--- config.mk ---
export PLATFORM = sky130hd
export DESIGN_NAME = bitrev_stream
export DESIGN_NICKNAME = d
export VERILOG_FILES = /design/src/rtl/bitrev_stream.sv
export SDC_FILE = /design/constraint.sdc
export NUM_CORES = 1
export LEC_CHECK = 0
export BUFFER_PORTS_ARGS = -buffer_cell sky130_fd_sc_hd__buf_2
export CAP_MARGIN = 20
export CORE_MARGIN = 2
export CORE_UTILIZATION = 40
export CTS_CLUSTER_SIZE = 40
export DETAILED_ROUTE_END_ITERATION = 7
export SLEW_MARGIN = 20
export SYNTH_ARGS = -nofsm -noshare
export SYNTH_HDL_FRONTEND = slang
export SYNTH_SLANG_ARGS = --single-unit
--- constraint.sdc ---
create_clock -name clk -period 3.4 [get_ports clk]
set_input_delay 1.02 -clock clk [delete_from_list [all_inputs] [get_ports clk]]
set_output_delay 1.02 -clock clk [all_outputs]
set_load 0.05 [all_outputs]
--- src/rtl/bitrev_stream.sv ---
`timescale 1ns/1ps
// bitrev_stream
// Streaming bit permuter with a 2-entry output buffer and valid/ready flow
// control. Every accepted word is permuted according to the mode sampled
// with that word (bit, nibble or byte reverse, or pass-through). The result
// is stored together with its mode, so the consumer can tell how each word
// was produced.
//
// Ports:
//   clk       rising-edge clock
//   rst_n     synchronous active-low reset
//   in_valid  producer has a beat
//   in_ready  block can accept a beat (registered)
//   in_data   word to permute
//   in_mode   0 bit reverse, 1 nibble reverse, 2 byte reverse, 3 pass
//   out_valid head of buffer valid (registered)
//   out_ready consumer accepts head
//   out_data  permuted word at head
//   out_mode  mode the head word was permuted with
//   level     buffer occupancy, 0..2
//   beat_cnt  accepted input beats, modulo 2^CNT_W
module bitrev_stream #(
  parameter int W     = 8,
  parameter int CNT_W = 10
) (
  input  logic             clk,
  input  logic             rst_n,
  input  logic             in_valid,
  output logic             in_ready,
  input  logic [W-1:0]     in_data,
  input  logic [1:0]       in_mode,
  output logic             out_valid,
  input  logic             out_ready,
  output logic [W-1:0]     out_data,
  output logic [1:0]       out_mode,
  output logic [1:0]       level,
  output logic [CNT_W-1:0] beat_cnt
);

  function automatic logic [W-1:0] permute(input logic [W-1:0] d,
                                           input logic [1:0]   m);
    logic [W-1:0] r;
    r = d;
    case (m)
      2'd0: for (int j = 0; j < W; j++) r[j] = d[W-1-j];
      2'd1: for (int k = 0; k < W/4; k++) r[4*k +: 4] = d[4*(W/4-1-k) +: 4];
      2'd2: for (int k = 0; k < W/8; k++) r[8*k +: 8] = d[8*(W/8-1-k) +: 8];
      default: r = d;
    endcase
    return r;
  endfunction

  logic [W-1:0]     r_data_p1 [2];
  logic [1:0]       r_mode_p1 [2];
  logic             r_wp;
  logic             r_rp;
  logic [1:0]       r_level;
  logic             r_in_ready;
  logic             r_out_valid;
  logic [CNT_W-1:0] r_cnt;

  logic             w_in_xfer;
  logic             w_out_xfer;
  logic [1:0]       w_level_nxt;
  logic [W-1:0]     w_perm_p0;

  // Stage p0: combinational permutation of the incoming word.
  assign w_perm_p0   = permute(in_data, in_mode);

  // The handshakes use the registered flags, so a full buffer ignores
  // in_valid and an empty buffer ignores out_ready.
  assign w_in_xfer   = in_valid & r_in_ready;
  assign w_out_xfer  = r_out_valid & out_ready;
  assign w_level_nxt = r_level + {1'b0, w_in_xfer} - {1'b0, w_out_xfer};

  // Stage p1: circular buffer plus occupancy-derived flags. in_ready and
  // out_valid are computed from the next occupancy and registered, so
  // in_ready never depends combinationally on out_ready.
  always_ff @(posedge clk) begin
    if (!rst_n) begin
      for (int i = 0; i < 2; i++) begin
        r_data_p1[i] <= '0;
        r_mode_p1[i] <= '0;
      end
      r_wp        <= 1'b0;
      r_rp        <= 1'b0;
      r_level     <= 2'd0;
      r_in_ready  <= 1'b1;
      r_out_valid <= 1'b0;
      r_cnt       <= '0;
    end else begin
      if (w_in_xfer) begin
        r_data_p1[r_wp] <= w_perm_p0;
        r_mode_p1[r_wp] <= in_mode;
        r_wp            <= ~r_wp;
        r_cnt           <= r_cnt + CNT_W'(1);
      end
      if (w_out_xfer) begin
        r_rp <= ~r_rp;
      end
      r_level     <= w_level_nxt;
      r_in_ready  <= (w_level_nxt < 2'd2);
      r_out_valid <= (w_level_nxt != 2'd0);
    end
  end

  assign in_ready  = r_in_ready;
  assign out_valid = r_out_valid;
  assign out_data  = r_data_p1[r_rp];
  assign out_mode  = r_mode_p1[r_rp];
  assign level     = r_level;
  assign beat_cnt  = r_cnt;

endmodule

==> results of run 1 <==
-- worst max path at each step --
stage | end | cells after the start | from | slack, ns
finish | out_mode[0] | 2 | flop | 0.87
global route | out_mode[0] | 2 | flop | 0.80
CTS | out_mode[0] | 2 | flop | 0.81
detailed placement | r_data_p1[1][1] | 4 | in_valid | 0.72
global placement | r_data_p1[1][1] | 4 | in_valid | 0.86
floorplan | level[1] | 7 | in_valid | 1.04
-- metal layers --
metal	up-vias	part of all wire [%]	track usage (%)
li1	625	-	-
met4	0	0.99	5.98
met1	595	44	17.5
met2	24	50	25.1
met3	4	4.1	3.75
met5	-	0	0
-- state kept, by name, summed over array words and instances, names as in the netlist, named ones only --
register,cells
r_mode_p1,4
r_wp,1
out_valid,1
r_rp,1
beat_cnt,10
r_data_p1,16
in_ready,1
level,2
-- cell usage in the layout, fill, tap and decap left out, types with 7 or more instances in the layout --
master	instances
buf_2	37
nor2_1	25
edfxtp_1	20
mux2_2	18
dfxtp_1	17
mux2i_1	9
nand2_1	8
a21oi_1	7
-- logic make-up (layout without fill, tap and decap cells) --
family,count (synthesis),count (layout)
XOR/XNOR,6,6
AND/OR/NAND/NOR,53,53
flip-flops,37,37
buffers and inverters,13,52
AO/OA/AOI/OAI,17,17
adder cells (fa/ha/maj),2,2
multiplexers,27,27
-- stage by stage --
stage | utilization [%] | cell area (µm²) | instances | setup WS [ns] | hold WS (ns)
5_1_grt | 49.9 | 2040 | 244 | 0.798 | 0.524
3_3_place_gp | 47.8 | 1950 | 236 | 0.856 | 0.451
4_1_cts | 49.9 | 2040 | 244 | 0.811 | 0.479
6_report | 49.9 | 2040 | 244 | 0.874 | 0.469
3_5_place_dp | 47.8 | 1950 | 236 | 0.723 | 0.461
2_1_floorplan | - | 1740 | 155 | 1.04 | 0.472
-- tightest hold or removal path: stages (launching register included) --
cell	delay [ns]
dfxtp_1	0.32
nand2_1	0.05
mux2i_1	0.05
-- report_power, final --
group / leakage [nW] / total, mW / switching (mW) / internal (mW)
Sequential: 0.350 / 0.609 / 0.0509 / 0.558
Combinational: 0.448 / 0.529 / 0.371 / 0.159
Clock: 0.0439 / 0.293 / 0.151 / 0.141
-- final cells by class --
type | count | area, µm² | area share [%]
flip-flops and latches | 37 | 941 | 46.1
inverters | 6 | 22.5 | 1.10
clock inverters | 3 | 17.5 | 0.858
well taps | 50 | 62.6 | 3.07
multi-input cells | 105 | 736 | 36.1
repair buffers | 38 | 193 | 9.44
clock buffers | 5 | 68.8 | 3.37
==> metrics.md, run 1 <==
| Metric | Value |
|---|---|
| Syn avg cell area | `11.2 µm²` |
| Total gr overflow | `0` |
| Vias in the first global route | `1234` |
| IO Pins | `38` |
| Worst Reg-to-Reg Cells | `3` |
| WP data required | `2.38 ns` |
| Compound-gate portion of the synthesized area | `5.62%` |
| Slew @ Worst Pin | `0.734 ns` |
| Critical path, cell by cell | `mux2_2 > buf_2` |
| Critical Path Slowest Stage Cell | `dfxtp_1` |
| Setup TNS | `0 ns` |
| FF-to-FF setup slack | `1.45 ns` |
| Hold Fails Final Rpt | `0` |
| Synth cell count leaders | `25 x nor2_1, 20 x edfxtp_1, 18 x mux2_2` |
| Detailed placer's ending HPWL | `2.56 mm` |
| Core ar. | `4090 µm²` |
| Hold endpoint | `beat_cnt[9]` |
| Number of remaining DRC errors | `0` |
| Max Clk Rate | `396 MHz` |
| XOR/XNOR Fraction of Synth Area | `3.02%` |
| Die W | `69.9 µm` |
| Worst-Skew Late Latency | `0.28 ns` |
| DRT Pass-1 Iters | `4` |
| Yosys Warn Count | `0` |
| Initial antenna violation count | `0` |
| Adder-cell share of the synthesized area | `1.44%` |
| Critical path class | `reg -> out` |
| All-Layer GR Usage | `14.7%` |
| CTS tree | `done` |
| Tcrit/Tclk final | `74.3%` |
| Largest net degree at the start of global routing | `14` |
| Yosys top cell area share | `34.6%` |
| Total CTS buffers | `5` |
| Peak supply drop | `0.000559 V` |
| Gp weighted congestion | `0.697` |
| Register area share after synthesis | `54.1%` |
| Row count | `23` |
| Worst-path clk slew | `0.07 ns` |
| Wire per inst | `14.1 µm` |
| CP endpoint kind | `primary output` |
| Final ANT Viol Nets | `0` |
| Most numerous cell in the Yosys netlist | `nor2_1` |
| RR Startpoint | `in_ready` |
| H-tree Lvls | `2` |
| Tmin final | `2.53 ns` |
| Critical path peak fanout | `10` |
| Net Count, Synth | `171` |
| Max Cap Viol | `0` |
| Final Power | `1.43 mW` |
| Setup crit start kind | `flop` |
| Share of async-settable or async-resettable flops after synthesis | `0%` |
| Lkg Pwr | `0.843 nW` |
| Fill cell count | `380` |
| Final WL | `3.43 mm` |
| Worst Path Buf+Inv | `1` |
| Post-Syn Instances | `155` |
| Post-synthesis mux area share | `16.8%` |
| Min-delay src | `beat_cnt[9]` |
| Share of layout cells above drive strength 1 | `35.6%` |
| CTS Buffer Depth | `2` |
| CTS sink cnt | `37` |
| Simple-gate share of the synthesized area | `15.4%` |
| Critical R2R Capture | `r_data_p1[1][3]` |
| # hold bufs at CTS | `0` |
| Dominant combinational cell family by area after synthesis | `multiplexers` |
| Syn Std Cell Area | `1740 µm²` |
| Yosys cell types | `31` |
| Count of final max-slew check failures | `0` |
| Post-synth EDFFs | `20` |
| Layout area overhead | `17.4%` |
| Cts repair resizes | `0` |
| Synth area leaders | `edfxtp_1 35%, dfxtp_1 20%, mux2_2 12%` |
| First-pass GRT wire length | `5.71 mm` |
| RSZ-0062 raised after global routing | `false` |
| Postcts setup bufs | `0` |
| Main synth FF type | `edfxtp_1` |
| DR vias | `1248` |
| Power density over cell area | `701 nW/µm²` |
| Outcome | `complete, no violations` |
| Full die area | `4890 µm²` |
| ANT cells | `0` |
| Hold Crit Class | `reg -> reg` |
| Cell taking the most area after synthesis | `edfxtp_1` |
| Nets | `209` |
| Final Skew | `0.00634 ns` |
| Endpoints failing setup | `0` |
| Critical Path AT | `1.51 ns` |
| Max_slew headroom | `50.5%` |
| Hold path depth | `2` |
| Vias/cell | `5.11` |
| Initial DRC Count | `26` |
| CP peak stage delay | `0.61 ns` |
| DIE HEIGHT | `69.9 µm` |
| Initial Util | `42.5%` |
| Seq cells post-synth | `37` |
| Top delay family on crit path | `flip-flops` |
| Buffers added on ports | `37` |
| Root Buffer Master | `clkbuf_8` |
(Power assumes the default switching activity.)
==> run 2: changes to the inputs <==
--- a/config.mk
+++ b/config.mk
@@ -5,6 +5,7 @@
 export SDC_FILE = /design/constraint.sdc
 export NUM_CORES = 1
 export LEC_CHECK = 0
+export ABC_AREA = 1
 export BUFFER_PORTS_ARGS = -buffer_cell sky130_fd_sc_hd__buf_2
 export CAP_MARGIN = 20
 export CORE_MARGIN = 2
==> constraint.sdc (replaced) <==
create_clock -name clk -period 2.65 [get_ports clk]
set_input_delay 0.795 -clock clk [delete_from_list [all_inputs] [get_ports clk]]
set_output_delay 0.795 -clock clk [all_outputs]
set_load 0.05 [all_outputs]
==> metrics.md, run 2 <==
| Metric | Value |
|---|---|
| Outcome | `complete, no violations (unchanged)` |
| Total gr overflow | `0 (unchanged)` |
| Setup TNS | `0 ns (unchanged)` |
| WP data required | `1.86 ns (was 2.38 ns)` |
| Layout area overhead | `18.4% (was 17.4%)` |
| DR vias | `1431 (was 1248)` |
| H-tree Lvls | `2 (unchanged)` |
| Most frequent cells in the layout | `70 x nand2_1, 37 x inv_1, 37 x buf_2, 21 x nor2_1, 20 x edfxtp_1 (was 37 x buf_2, 25 x nor2_1, 20 x edfxtp_1, 18 x mux2_2, 17 x dfxtp_1)` |
| Worst-path clk slew | `0.07 ns (about the same)` |
| All-Layer GR Usage | `15.3% (was 14.7%)` |
| Initial Util | `41.5% (was 42.5%)` |
| Die W | `71.0 µm (was 69.9 µm)` |
| Max FFs per register | `16 (unchanged)` |
| Initial antenna violation count | `0 (unchanged)` |
| Max Clk Rate | `429 MHz` |
| Clk network pwr share | `22.4% (was 20.5%)` |
| Commonest non-fill, non-tap cell in the layout | `nand2_1 (was buf_2)` |
| Worst Reg-to-Reg Cells | `4 (was 3)` |
| Share of async-settable or async-resettable flops after synthesis | `0% (unchanged)` |
| Final WL | `3.52 mm (was 3.43 mm)` |
| Buffers added on ports | `37 (unchanged)` |
| Root Buffer Master | `clkbuf_8 (unchanged)` |
| Register area share after synthesis | `52.5% (was 54.1%)` |
| Vias/cell | `4.60 (was 5.11)` |
| Wire per inst | `11.3 µm (was 14.1 µm)` |
| Critical path peak fanout | `10 (unchanged)` |
| CTS Buffer Depth | `2 (unchanged)` |
| CP endpoint kind | `primary output (unchanged)` |
| Pint | `1.03 mW (was 0.858 mW)` |
| Hold Fails Final Rpt | `0 (unchanged)` |
| Hold Crit Class | `reg -> reg (unchanged)` |
| Share of layout cells above drive strength 1 | `24.7% (was 35.6%)` |
| Endpoints failing setup | `0 (unchanged)` |
| Syn Std Cell Area | `1790 µm² (was 1740 µm²)` |
| Synth cell count leaders | `70 x nand2_1, 37 x inv_1, 21 x nor2_1 (was 25 x nor2_1, 20 x edfxtp_1, 18 x mux2_2)` |
| # hold bufs at CTS | `0 (unchanged)` |
| Largest net degree at the start of global routing | `12 (was 14)` |
| Fill cell count | `448 (was 380)` |
| Power density over cell area | `794 nW/µm² (was 701 nW/µm²)` |
| DRT Pass-1 Iters | `4 (unchanged)` |
| Hold path depth | `2 (unchanged)` |
| Max_slew headroom | `67.3% (was 50.5%)` |
| Net Count, Synth | `231 (was 171)` |
| Place WS | `0.553 ns (was 0.723 ns)` |
| Setup crit start kind | `flop (unchanged)` |
| Yosys cell types | `19 (was 31)` |
| Total CTS buffers | `5 (unchanged)` |
| Synth area leaders | `edfxtp_1 33%, dfxtp_1 19%, nand2_1 15% (was edfxtp_1 35%, dfxtp_1 20%, mux2_2 12%)` |
| Post-Syn Instances | `215 (was 155)` |
| IO Pins | `38 (unchanged)` |
| Post-synth EDFFs | `20 (unchanged)` |
| Slew @ Worst Pin | `0.490 ns (was 0.734 ns)` |
| Tcrit/Tclk final | `87.9%` |
| Count of final max-slew check failures | `0 (unchanged)` |
| Initial DRC Count | `109 (was 26)` |
| Number of remaining DRC errors | `0 (unchanged)` |
| Yosys Warn Count | `0 (unchanged)` |
| Final Skew | `0.00262 ns (was 0.00634 ns)` |
| RSZ-0062 raised after global routing | `false (unchanged)` |
| Cell taking the most area after synthesis | `edfxtp_1 (unchanged)` |
| Top reg by flops | `r_data_p1 (unchanged)` |
| Full die area | `5030 µm² (was 4890 µm²)` |
| CTS sink cnt | `37 (unchanged)` |
| ANT cells | `0 (unchanged)` |
| Max Cap Viol | `0 (unchanged)` |
| Final ANT Viol Nets | `0 (unchanged)` |
| Yosys top cell area share | `33.5% (was 34.6%)` |
| Vias in the first global route | `1299 (was 1234)` |
| Main synth FF type | `edfxtp_1 (unchanged)` |
| Cts repair resizes | `0 (unchanged)` |
| Syn avg cell area | `8.34 µm² (was 11.2 µm²)` |
| Detailed placer's ending HPWL | `2.65 mm (was 2.56 mm)` |
| Postcts setup bufs | `0 (unchanged)` |
| Comb power frac | `33.3% (was 37.0%)` |
| CTS tree | `done (unchanged)` |
| Critical path class | `reg -> out (unchanged)` |
| Lkg Pwr | `1.12 nW (was 0.843 nW)` |
| Core ar. | `4320 µm² (was 4090 µm²)` |
| Sw Share | `38.9% (was 40.0%)` |
| Nets | `274 (was 209)` |
| Row count | `24 (was 23)` |
| Most numerous cell in the Yosys netlist | `nand2_1 (was nor2_1)` |
| Worst-Skew Late Latency | `0.28 ns (about the same)` |
| Peak supply drop | `0.000422 V (was 0.000559 V)` |
| DIE HEIGHT | `71.0 µm (was 69.9 µm)` |
| Critical Path AT | `1.53 ns (was 1.51 ns)` |
| Final WS setup | `0.321 ns (was 0.874 ns)` |
| Switching power total | `0.656 mW (was 0.573 mW)` |
| Tmin final | `2.33 ns` |
| First-pass GRT wire length | `5.89 mm (was 5.71 mm)` |
| Core Util, Final | `49.1% (was 49.9%)` |
| Final Hold Slack | `0.524 ns (was 0.469 ns)` |
| Gp weighted congestion | `0.774 (was 0.697)` |
| Seq cells post-synth | `37 (unchanged)` |
| Flop pwr share | `44.3% (was 42.6%)` |
==> run 2: worst paths after layout <==
kind / start / endpoint / slack (ns)
worst max-delay path: flop / out_mode[0] / 0.32
worst min register to register: beat_cnt[1] / beat_cnt[1] / 0.52
worst max register to register: in_ready / r_data_p1[1][2] / 1.09
worst min-delay path: beat_cnt[1] / beat_cnt[1] / 0.52
==> run 2: critical path: stages (launching register included) <==
cell and delay [ns]:
dfxtp_1 0.63, mux2_2 0.41, buf_2 0.21
==> run 2: layout make-up <==
type / instances / area (µm²) / area share [%]
clock buffers: 8 / 80.1 / 3.77
inverters: 40 / 150 / 7.07
multi-input cells: 135 / 687 / 32.4
flip-flops and latches: 37 / 941 / 44.3
well taps: 52 / 65.1 / 3.06
repair buffers: 39 / 200 / 9.43
==> run 2: metal layers <==
metal | vias to the layer above | share of wire, % | GRT usage, %
li1 | 748 | - | -
met1 | 652 | 46 | 19.0
met2 | 27 | 49 | 25.0
met3 | 4 | 4.4 | 3.70
met4 | 0 | 1.0 | 7.55
met5 | - | 0 | 0
==> run 2: metrics by stage <==
step	instances	power, mW	area (µm²)
floorplan	215	1.20	1790
global placement	303	1.32	2040
detailed placement	303	1.33	2040
CTS	311	1.71	2120
global route	311	1.77	2120
finish	311	1.69	2120
==> run 2: power groups by stage <==
stage               Clock, mW  Sequential [mW]  Combinational, mW
floorplan                   0            0.852              0.345
global placement            0            0.759              0.565
detailed placement          0            0.761              0.568
CTS                     0.392            0.748              0.570
global route            0.410            0.756              0.605
finish                  0.377            0.746              0.562
==> run 2: logic make-up after synthesis <==
family	Yosys count	share of synthesized area [%]
and+or+nand+nor	115	27.6
xor gates and xnor gates	4	1.95
adders and majority gates	2	1.40
muxes	10	6.28
AOI/OAI and AO/OA	4	1.12
DFF	37	52.5
buffers and inverters	43	9.21
==> run 3: changes to the inputs <==
--- a/config.mk
+++ b/config.mk
@@ -6,12 +6,12 @@
 export NUM_CORES = 1
 export LEC_CHECK = 0
 export ABC_AREA = 1
-export BUFFER_PORTS_ARGS = -buffer_cell sky130_fd_sc_hd__buf_2
 export CAP_MARGIN = 20
 export CORE_MARGIN = 2
 export CORE_UTILIZATION = 40
 export CTS_CLUSTER_SIZE = 40
 export DETAILED_ROUTE_END_ITERATION = 7
+export DONT_BUFFER_PORTS = 1
 export SLEW_MARGIN = 20
 export SYNTH_ARGS = -nofsm -noshare
 export SYNTH_HDL_FRONTEND = slang
==> metrics.md, run 3 (same netlist as run 2, synthesis figures left out) <==
| Metric | Value |
|---|---|
| Outcome | `complete, no violations (unchanged)` |
| CTS Buffer Depth | `2 (unchanged)` |
| Critical path class | `reg -> out (unchanged)` |
| Layout area overhead | `8.23% (was 18.4%)` |
| Initial antenna violation count | `0 (unchanged)` |
| Largest net degree at the start of global routing | `15 (was 12)` |
| WP data required | `1.86 ns (about the same)` |
| Place WS | `0.580 ns (was 0.553 ns)` |
| Most frequent cells in the layout | `70 x nand2_1, 37 x inv_1, 21 x nor2_1, 20 x edfxtp_1, 17 x dfxtp_1 (was 70 x nand2_1, 37 x inv_1, 37 x buf_2, 21 x nor2_1, 20 x edfxtp_1)` |
| Critical path peak fanout | `10 (unchanged)` |
| Critical path, cell by cell | `mux2_2 (was mux2_2 > buf_2)` |
| Buffers added on ports | `0 (was 37)` |
| Postcts setup bufs | `0 (unchanged)` |
| Final WL | `3.50 mm (was 3.52 mm)` |
| Flop pwr share | `51.2% (was 44.3%)` |
| Tcrit/Tclk final | `84.3% (was 87.9%)` |
| Initial Util | `41.5% (unchanged)` |
| Top reg by flops | `r_data_p1 (unchanged)` |
| All-Layer GR Usage | `15.5% (was 15.3%)` |
| Gp weighted congestion | `0.796 (was 0.774)` |
| Slew @ Worst Pin | `0.636 ns (was 0.490 ns)` |
| Final Hold Slack | `0.521 ns (was 0.524 ns)` |
| Wire per inst | `12.8 µm (was 11.3 µm)` |
| Power density over cell area | `847 nW/µm² (was 794 nW/µm²)` |
| CTS tree | `done (unchanged)` |
| Vias in the first global route | `1266 (was 1299)` |
| CP endpoint kind | `primary output (unchanged)` |
| Hold path depth | `2 (unchanged)` |
| H-tree Lvls | `2 (unchanged)` |
| # hold bufs at CTS | `0 (unchanged)` |
| Critical Path Slowest Stage Cell | `dfxtp_1 (unchanged)` |
| Peak supply drop | `0.000417 V (was 0.000422 V)` |
| Full die area | `5030 µm² (unchanged)` |
| RSZ-0062 raised after global routing | `false (unchanged)` |
| ANT cells | `0 (unchanged)` |
| Detailed placer's ending HPWL | `2.57 mm (was 2.65 mm)` |
| Core ar. | `4320 µm² (unchanged)` |
| RR Startpoint | `out_valid (was in_ready)` |
| DRT Pass-1 Iters | `4 (unchanged)` |
| Lkg Pwr | `0.947 nW (was 1.12 nW)` |
| GR Layer Usage met1 | `18.1% (was 19.0%)` |
| IO Pins | `38 (unchanged)` |
| Pint | `1.01 mW (was 1.03 mW)` |
| CTS sink cnt | `37 (unchanged)` |
| Tmin final | `2.23 ns (was 2.33 ns)` |
| Top Usage Layer GRT | `met2 (unchanged)` |
| Setup crit start kind | `flop (unchanged)` |
| First-pass GRT wire length | `6.01 mm (was 5.89 mm)` |
| Max Clk Rate | `448 MHz (was 429 MHz)` |
| CP peak stage delay | `0.63 ns (about the same)` |
| Post-Place Cells | `265 (was 303)` |
| Sw Share | `38.6% (was 38.9%)` |
| Critical Path AT | `1.44 ns (was 1.53 ns)` |
| Hold Crit Class | `reg -> reg (unchanged)` |
| Switching power total | `0.635 mW (was 0.656 mW)` |
| Worst-Skew Late Latency | `0.29 ns (was 0.28 ns)` |
| Min-delay src | `r_rp (was beat_cnt[1])` |
| Max_slew headroom | `57.5% (was 67.3%)` |
| Clk network pwr share | `24.5% (was 22.4%)` |
| Initial DRC Count | `43 (was 109)` |
| Worst-path clk slew | `0.07 ns (about the same)` |
| Number of remaining DRC errors | `0 (unchanged)` |
| FF-to-FF setup slack | `0.77 ns (was 1.09 ns)` |
| Final WS setup | `0.415 ns (was 0.321 ns)` |
| Total CTS buffers | `5 (unchanged)` |
| DR vias | `1289 (was 1431)` |
| Number of cells on the critical path | `1 (was 2)` |
| Met2 Usage GRT | `25.6% (was 25.0%)` |
| Share of layout cells above drive strength 1 | `12.2% (was 24.7%)` |
| Row count | `24 (unchanged)` |
| Commonest non-fill, non-tap cell in the layout | `nand2_1 (unchanged)` |
| Final ANT Viol Nets | `0 (unchanged)` |
| Final Skew | `0.00705 ns (was 0.00262 ns)` |
| Worst Reg-to-Reg Cells | `9 (was 4)` |
| Max Cap Viol | `0 (unchanged)` |
| GR Layer Usage met3 | `6.27% (was 3.70%)` |
| Count of final max-slew check failures | `0 (unchanged)` |
| Endpoints failing setup | `0 (unchanged)` |
| Max FFs per register | `16 (unchanged)` |
| Cts repair resizes | `0 (unchanged)` |
| Total gr overflow | `0 (unchanged)` |
| Vias/cell | `4.72 (was 4.60)` |
| DIE HEIGHT | `71.0 µm (unchanged)` |
| Setup TNS | `0 ns (unchanged)` |
| Worst Path Buf+Inv | `0 (was 1)` |
| Root Buffer Master | `clkbuf_8 (unchanged)` |
| Die W | `71.0 µm (unchanged)` |
| Nets | `236 (was 274)` |
| Comb power frac | `24.3% (was 33.3%)` |
| Top delay family on crit path | `flip-flops (unchanged)` |
| Final std cells w/o fill | `273 (was 311)` |
| Hold Fails Final Rpt | `0 (unchanged)` |
-- run 3: power groups by stage --
stage	sequential, mW	combinational, mW	clock (mW)
3_5_place_dp	0.857	0.404	0
2_1_floorplan	0.852	0.345	0
6_report	0.841	0.399	0.404
5_1_grt	0.851	0.436	0.443
4_1_cts	0.845	0.405	0.415
3_3_place_gp	0.855	0.398	0
-- run 3: tightest hold or removal path: stages, from the launching register on --
cell,delay (ns)
dfxtp_1,0.33
xor2_1,0.08
nor2_1,0.08
-- run 3: path summary, 6_finish.rpt --
check / to
worst max-delay path: out_mode[1]
worst min-delay path: r_rp
worst max register to register: out_valid
worst min register to register: r_rp
-- run 3: layout make-up --
type / instances / area, µm²
fill: 462 / 2380
clock buffer: 8 / 90.1
multi-input combinational: 135 / 687
inverter: 40 / 150
sequential: 37 / 941
timing repair buffer: 1 / 7.51
tap: 52 / 65.1
-- run 3: metal layers --
layer  vias to the layer above  share of wire (%)
li1                        671                  -
met3                         6                7.7
met4                         0                1.6
met1                       573                 42
met2                        39                 48
met5                         -                  0
-- run 3: stage by stage --
| step | power [mW] | utilization (%) | cell area, µm² |
|---|---|---|---|
| floorplan | 1.20 | - | 1790 |
| global placement | 1.25 | 42.8 | 1850 |
| detailed placement | 1.26 | 42.8 | 1850 |
| CTS | 1.66 | 44.9 | 1940 |
| global route | 1.73 | 44.9 | 1940 |
| finish | 1.64 | 44.9 | 1940 |
